[src/rtl/dino_game_pkg.sv]
// Shared definitions for the dino game: scheduler FSM encoding, screen geometry
// and palette constants.
package dino_game_pkg;

    // CLEAR is encoded as zero so the debug state reads 0 while reset is held.
    typedef enum logic [2:0] {
        CLEAR   = 3'd0,
        IDLE    = 3'd1,
        LATCH   = 3'd2,
        ERASE_D = 3'd3,
        ERASE_O = 3'd4,
        DRAW_O  = 3'd5,
        DRAW_D  = 3'd6,
        DONE    = 3'd7
    } state_t;

    localparam int DG_SCR_W    = 160;
    localparam int DG_SCR_H    = 120;
    localparam int DG_GROUND_Y = 111;

    localparam logic [2:0] DG_BG_COLOUR     = 3'b000;
    localparam logic [2:0] DG_GROUND_COLOUR = 3'b111;
    localparam logic [2:0] DG_DINO_COLOUR   = 3'b111;
    localparam logic [2:0] DG_OBS_COLOUR    = 3'b100;

endpackage

[src/rtl/sprite_pixel_walker.sv]
// Walks the SPR_W x SPR_H pixels of one sprite, one per cycle, and flags pixels
// that fall off the screen. start zeroes the index; it then wraps every sprite.
module sprite_pixel_walker
    import dino_game_pkg::*;
#(
    parameter int SPR_W = 4,
    parameter int SPR_H = 4,
    parameter int SCR_W = DG_SCR_W,
    parameter int SCR_H = DG_SCR_H
) (
    input  logic       clk,
    input  logic       resetn,
    input  logic       start,
    input  logic [7:0] base_x,
    input  logic [6:0] base_y,
    output logic [7:0] x,
    output logic [6:0] y,
    output logic       in_bounds,
    output logic       last
);

    localparam int LW = $clog2(SPR_W);
    localparam int LH = $clog2(SPR_H);
    localparam int IW = LW + LH;

    logic [IW-1:0] idx;
    logic [8:0]    sum_x;
    logic [7:0]    sum_y;

    // Back-to-back phases rely on the index wrapping to 0 exactly at each boundary.
    always_ff @(posedge clk) begin
        if (!resetn || start) idx <= '0;
        else                  idx <= idx + IW'(1);
    end

    always_comb begin
        sum_x     = {1'b0, base_x} + 9'(idx[LW-1:0]);
        sum_y     = {1'b0, base_y} + 8'(idx[IW-1:LW]);
        in_bounds = (sum_x < 9'(SCR_W)) && (sum_y < 8'(SCR_H));
        last      = (idx == {IW{1'b1}});
        x         = sum_x[7:0];
        y         = sum_y[6:0];
    end

endmodule

[src/rtl/sprite_plot_scheduler.sv]
// Owns the vga_adapter pixel port: clears the screen after reset, then on each
// frame tick erases and redraws the obstacle and dino sprites.
module sprite_plot_scheduler
    import dino_game_pkg::*;
#(
    parameter int         SCR_W         = DG_SCR_W,
    parameter int         SCR_H         = DG_SCR_H,
    parameter int         SPR_W         = 4,
    parameter int         SPR_H         = 4,
    parameter int         GROUND_Y      = DG_GROUND_Y,
    parameter int         FRAME_DIV     = 833333,
    parameter logic [2:0] BG_COLOUR     = DG_BG_COLOUR,
    parameter logic [2:0] GROUND_COLOUR = DG_GROUND_COLOUR,
    parameter logic [2:0] DINO_COLOUR   = DG_DINO_COLOUR,
    parameter logic [2:0] OBS_COLOUR    = DG_OBS_COLOUR
) (
    input  logic       clk,
    input  logic       resetn,
    input  logic       enable,
    input  logic [7:0] dino_x,
    input  logic [6:0] dino_y,
    input  logic [7:0] obs_x,
    input  logic [6:0] obs_y,
    output logic [7:0] vga_x,
    output logic [6:0] vga_y,
    output logic [2:0] vga_colour,
    output logic       vga_plot,
    output logic       frame_done,
    output logic       busy,
    output logic       collision,
    output logic       overrun,
    output state_t     dbg_state
);

    localparam int CW = $clog2(FRAME_DIV);

    state_t        state, state_nxt;
    logic [CW-1:0] tick_cnt;
    logic          tick, pending, take, old_valid, hit;
    logic [7:0]    cx;
    logic [6:0]    cy;
    logic [7:0]    new_dx, new_ox, old_dx, old_ox, base_x, walk_x, pix_x;
    logic [6:0]    new_dy, new_oy, old_dy, old_oy, base_y, walk_y, pix_y;
    logic [2:0]    pix_colour;
    logic          pix_plot, walk_start, walk_inb, walk_last;

    assign tick      = (tick_cnt == CW'(FRAME_DIV - 1));
    assign dbg_state = state;

    assign hit = ({1'b0, dino_x} < {1'b0, obs_x} + 9'(SPR_W)) &&
                 ({1'b0, obs_x} < {1'b0, dino_x} + 9'(SPR_W)) &&
                 ({2'b0, dino_y} < {2'b0, obs_y} + 9'(SPR_H)) &&
                 ({2'b0, obs_y} < {2'b0, dino_y} + 9'(SPR_H));

    sprite_pixel_walker #(
        .SPR_W(SPR_W), .SPR_H(SPR_H), .SCR_W(SCR_W), .SCR_H(SCR_H)
    ) u_walker (
        .clk(clk), .resetn(resetn), .start(walk_start),
        .base_x(base_x), .base_y(base_y),
        .x(walk_x), .y(walk_y), .in_bounds(walk_inb), .last(walk_last)
    );

    always_ff @(posedge clk) begin
        if (!resetn) state <= CLEAR;
        else         state <= state_nxt;
    end

    always_comb begin
        state_nxt  = state;
        take       = 1'b0;
        walk_start = 1'b0;
        base_x     = new_dx;
        base_y     = new_dy;
        pix_x      = walk_x;
        pix_y      = walk_y;
        pix_plot   = 1'b0;
        pix_colour = BG_COLOUR;
        case (state)
            CLEAR: begin
                pix_x      = cx;
                pix_y      = cy;
                pix_plot   = 1'b1;
                pix_colour = (cy == 7'(GROUND_Y)) ? GROUND_COLOUR : BG_COLOUR;
                if (cx == 8'(SCR_W - 1) && cy == 7'(SCR_H - 1)) state_nxt = IDLE;
            end
            IDLE: begin
                if (pending) begin
                    take      = 1'b1;
                    state_nxt = LATCH;
                end
            end
            LATCH: begin
                walk_start = 1'b1;
                state_nxt  = old_valid ? ERASE_D : DRAW_O;
            end
            ERASE_D, ERASE_O: begin
                base_x     = (state == ERASE_D) ? old_dx : old_ox;
                base_y     = (state == ERASE_D) ? old_dy : old_oy;
                pix_plot   = walk_inb;
                pix_colour = (walk_y == 7'(GROUND_Y)) ? GROUND_COLOUR : BG_COLOUR;
                if (walk_last) state_nxt = (state == ERASE_D) ? ERASE_O : DRAW_O;
            end
            DRAW_O: begin
                base_x     = new_ox;
                base_y     = new_oy;
                pix_plot   = walk_inb;
                pix_colour = OBS_COLOUR;
                if (walk_last) state_nxt = DRAW_D;
            end
            DRAW_D: begin
                pix_plot   = walk_inb;
                pix_colour = DINO_COLOUR;
                if (walk_last) state_nxt = DONE;
            end
            DONE:    state_nxt = IDLE;
            default: state_nxt = CLEAR;
        endcase
    end

    always_ff @(posedge clk) begin
        if (!resetn || state != CLEAR) begin
            cx <= '0;
            cy <= '0;
        end else if (cx == 8'(SCR_W - 1)) begin
            cx <= '0;
            cy <= cy + 7'd1;
        end else begin
            cx <= cx + 8'd1;
        end
    end

    // A tick landing on the same cycle IDLE consumes pending re-arms it.
    always_ff @(posedge clk) begin
        if (!resetn) begin
            tick_cnt <= '0;
            pending  <= 1'b0;
            overrun  <= 1'b0;
        end else begin
            tick_cnt <= tick ? '0 : tick_cnt + CW'(1);
            if (take) pending <= 1'b0;
            if (tick && enable) begin
                pending <= 1'b1;
                if (pending || state != IDLE) overrun <= 1'b1;
            end
        end
    end

    always_ff @(posedge clk) begin
        if (!resetn) begin
            {new_dx, new_dy, new_ox, new_oy} <= '0;
            {old_dx, old_dy, old_ox, old_oy} <= '0;
            old_valid <= 1'b0;
            collision <= 1'b0;
        end else if (state == LATCH) begin
            {new_dx, new_dy, new_ox, new_oy} <= {dino_x, dino_y, obs_x, obs_y};
            collision <= hit;
        end else if (state == DONE) begin
            {old_dx, old_dy, old_ox, old_oy} <= {new_dx, new_dy, new_ox, new_oy};
            old_valid <= 1'b1;
        end
    end

    // One register stage on everything the adapter and datapaths see.
    always_ff @(posedge clk) begin
        if (!resetn) begin
            vga_x      <= '0;
            vga_y      <= '0;
            vga_colour <= '0;
            vga_plot   <= 1'b0;
            frame_done <= 1'b0;
            busy       <= 1'b0;
        end else begin
            vga_x      <= pix_x;
            vga_y      <= pix_y;
            vga_colour <= pix_colour;
            vga_plot   <= pix_plot;
            frame_done <= (state == DONE);
            busy       <= (state != IDLE);
        end
    end

endmodule

[config.mk]
export PLATFORM = sky130hd
export DESIGN_NAME = sprite_plot_scheduler
export DESIGN_NICKNAME = d
export VERILOG_FILES = /design/src/rtl/dino_game_pkg.sv /design/src/rtl/sprite_pixel_walker.sv /design/src/rtl/sprite_plot_scheduler.sv
export SDC_FILE = /design/constraint.sdc
export NUM_CORES = 1
export LEC_CHECK = 0
export BUFFER_PORTS_ARGS = -buffer_cell sky130_fd_sc_hd__buf_2
export CAP_MARGIN = 20
export CORE_ASPECT_RATIO = 0.6
export CORE_MARGIN = 2
export CORE_UTILIZATION = 54
export DETAILED_ROUTE_END_ITERATION = 10
export PLACE_DENSITY_LB_ADDON = 0.2
export SYNTH_ARGS = -nofsm -noshare
export SYNTH_HDL_FRONTEND = slang
export SYNTH_SLANG_ARGS = --single-unit
[constraint.sdc]
create_clock -name clk -period 3.6 [get_ports clk]
set_input_delay 0.72 -clock clk [delete_from_list [all_inputs] [get_ports clk]]
set_output_delay 0.72 -clock clk [all_outputs]
set_load 0.01 [all_outputs]
==> results.cfg <==
[run_status]
status = finished, final reports clean

[setup_path]
critPathKind = flip-flop to flip-flop
crit_fanout = 11
start_kind = flip-flop
crit_required_ps = 3880
r2r-start = dbg_state[0]
cp.arrival_ps = 3340
worstSetupStartpoint = dbg_state[0]
endpoint_kind = flip-flop

[yosys]
async_flop_share = 0
ys.flop_type = dfxtp_1
synth.net_count = 906
ys_seq_area_frac = 0.3764
synth_edf_count = 0
ys_ff_latch = 126
netlist_area_mm2 = 0.006701
yosys.area.top_type_share = 0.3764
netlist-cell-type-count = 66
yosys.area.top_type = dfxtp_1
avgSynthCellArea_um2 = 8.035
netlist_instances = 834
synth_warnings = 0
synth_area_leaders = dfxtp_1 38%, nand2_1 10%, ha_1 6.9%

[timing]
finClkSkew_ps = 8.432
slew_headroom = 0.4137
rsz0062_at_grt = no
setup_ws_ps = 533.2
fin_crit_ps = 3067
tns_ps = 0
setup_viol_count_final = 0
period_share = 0.8519
tightest_slew_ps = 872.2
final_max_slew_viol_count = 0
clock.fmax_ghz = 0.3261
hold_violations = 0

[power_and_ir_drop]
worst_ir_drop_vdd_mv = 0.3186
power_leakage_nw = 3.036
power.density_mw_per_mm2 = 461.7

[floorplan]
fp-row-count = 31
ios = 59
start_util = 0.5555
die_x_um = 147.8
core-area_mm2 = 0.01206
dieHeight_um = 90.29
dieArea_mm2 = 0.01335

[detailed_routing]
route.vias.total = 6003
drtIter0Drc = 485
drcViolationCount = 0
wl_met3_um = 1046
wl_met2_um = 7375
wirelength_um = 16410
wl_met1_um = 7762
final_antenna_net_count = 0
top_layer = met4
vias_per_cell = 5.685
drtPass1Iterations = 7
wl_per_cell_um = 15.54

[layout]
layout-drive-gt1-share = 0.1336
nNetsFinal = 950
final_util = 0.6350
mostFrequentLayoutCells = 182 x nand2_1, 126 x dfxtp_1, 85 x a21oi_1
areaGrowthSynthToFinish_pct = 14.30
n_antenna_cell = 0
finalNonFillerCells = 1056
final_common_cell = nand2_1

[run]
drv_cap = 0

[clock_network]
post_cts_buffers = 0
path_clk_slew_ps = 60
htreeDepth = 4
cts.repair.resized = 0
hold_buffers = 0
cts_tree = yes
cts_sinks = 126
cts-root-buf = clkbuf_16
numCtsBuffers = 17
clk_path_buf_depth = 2
clk_latency_ps = 420

[placed_design]
pre_cts_ws_ps = 614.5
placedCellCount = 1024
portBuffers = 58
gp_congestion = 0.8797
hpwl_um = 11800

[grt]
grt_first_pass_wirelength_um = 28210
overflow = 0
track_usage = 0.2592
grt_max_degree = 49
antenna_found_initial = 0
grt_pass1_vias = 5749

[min_path]
min-delay-start = old_ox[2]
hp-class = flip-flop to flip-flop
[metal layers]
metal,GRT usage,vias up
met1,0.3646,2839
met3,0.04697,24
met2,0.4066,180
met5,0,-
met4,0.08016,0
li1,-,2960
[kinds of logic (layout without fill, tap and decap cells)]
kind of cell | Yosys count | after routing | synth area share
flip-flops | 126 | 126 | 0.3764
adder cells (fa/ha/maj) | 39 | 39 | 0.07506
buffers and inverters | 63 | 120 | 0.03995
XOR/XNOR | 53 | 53 | 0.06927
multiplexers | 26 | 26 | 0.03995
AO/OA/AOI/OAI | 168 | 168 | 0.1538
AND/OR/NAND/NOR | 359 | 359 | 0.2455
[cell usage after synthesis, types with 3 or more instances]
cell type	count
buf_1	3
o21a_1	4
xnor2_1	21
buf_2	7
inv_1	15
or2_1	3
o21ai_0	14
o211ai_1	7
and3_1	21
a21o_1	10
or3_1	8
ha_1	37
nor4_2	3
dfxtp_1	126
nand3_1	28
xor2_1	32
nand2b_1	11
buf_4	4
nand4_1	9
mux2i_1	20
o22ai_1	7
mux2_1	4
o31ai_1	5
nand2_1	182
nor2_1	62
clkbuf_1	31
a21oi_1	86
o21ai_1	4
a211oi_1	11
nor3_1	9
nor2b_1	5
[worst max-delay path: stages (launching register included)]
cell and delay [ps]:
dfxtp_1 430, buf_4 240, mux2i_1 200, nand2_1 70
o211ai_1 110, o21ai_0 140, ha_1 250, a21oi_2 340
nand2_1 90, or3_1 300, mux2_1 300, o32ai_1 140
and3_1 260, a211oi_2 40
[per-stage QoR]
step	total power, mW	cell area [µm²]	hold slack [ps]
2_1_floorplan	1.808	6705	426.0
3_3_place_gp	1.933	7101	439.3
3_5_place_dp	1.948	7101	447.7
4_1_cts	3.548	7660	457.3
5_1_grt	3.683	7660	471.3
6_report	3.537	7660	453.8
[flip-flops by register name, summed over array words and instances (netlist names), 2 cells and up]
register	flops
cx	8
cy	7
dbg_state	3
new_dx	8
new_dy	7
new_ox	8
new_oy	7
old_dx	8
old_dy	7
old_ox	8
old_oy	7
tick_cnt	20
u_walker.idx	4
vga_colour	2
vga_x	8
vga_y	7
[final cells by class]
class / instances / area, µm²
clock buffer: 18 / 439.2
clock inverter: 14 / 120.1
fill: 1043 / 4403
inverter: 17 / 63.81
multi-input combinational: 645 / 3920
sequential: 126 / 2522
tap: 165 / 206.4
timing repair buffer: 71 / 387.9
[power by group]
part           switching (mW)  total [mW]  internal [mW]
Combinational           0.276       0.446          0.169
Clock                   0.647        1.61          0.963
Sequential             0.0384        1.48           1.44
[worst paths after layout]
check	to	cells past startpoint	slack, ps
worst max register to register	vga_plot	13	530
worst min-delay path	old_ox[2]	2	450
worst min register to register	old_ox[2]	2	450
worst max-delay path	vga_plot	13	530
Note: power is estimated with default switching activity, not from simulation.
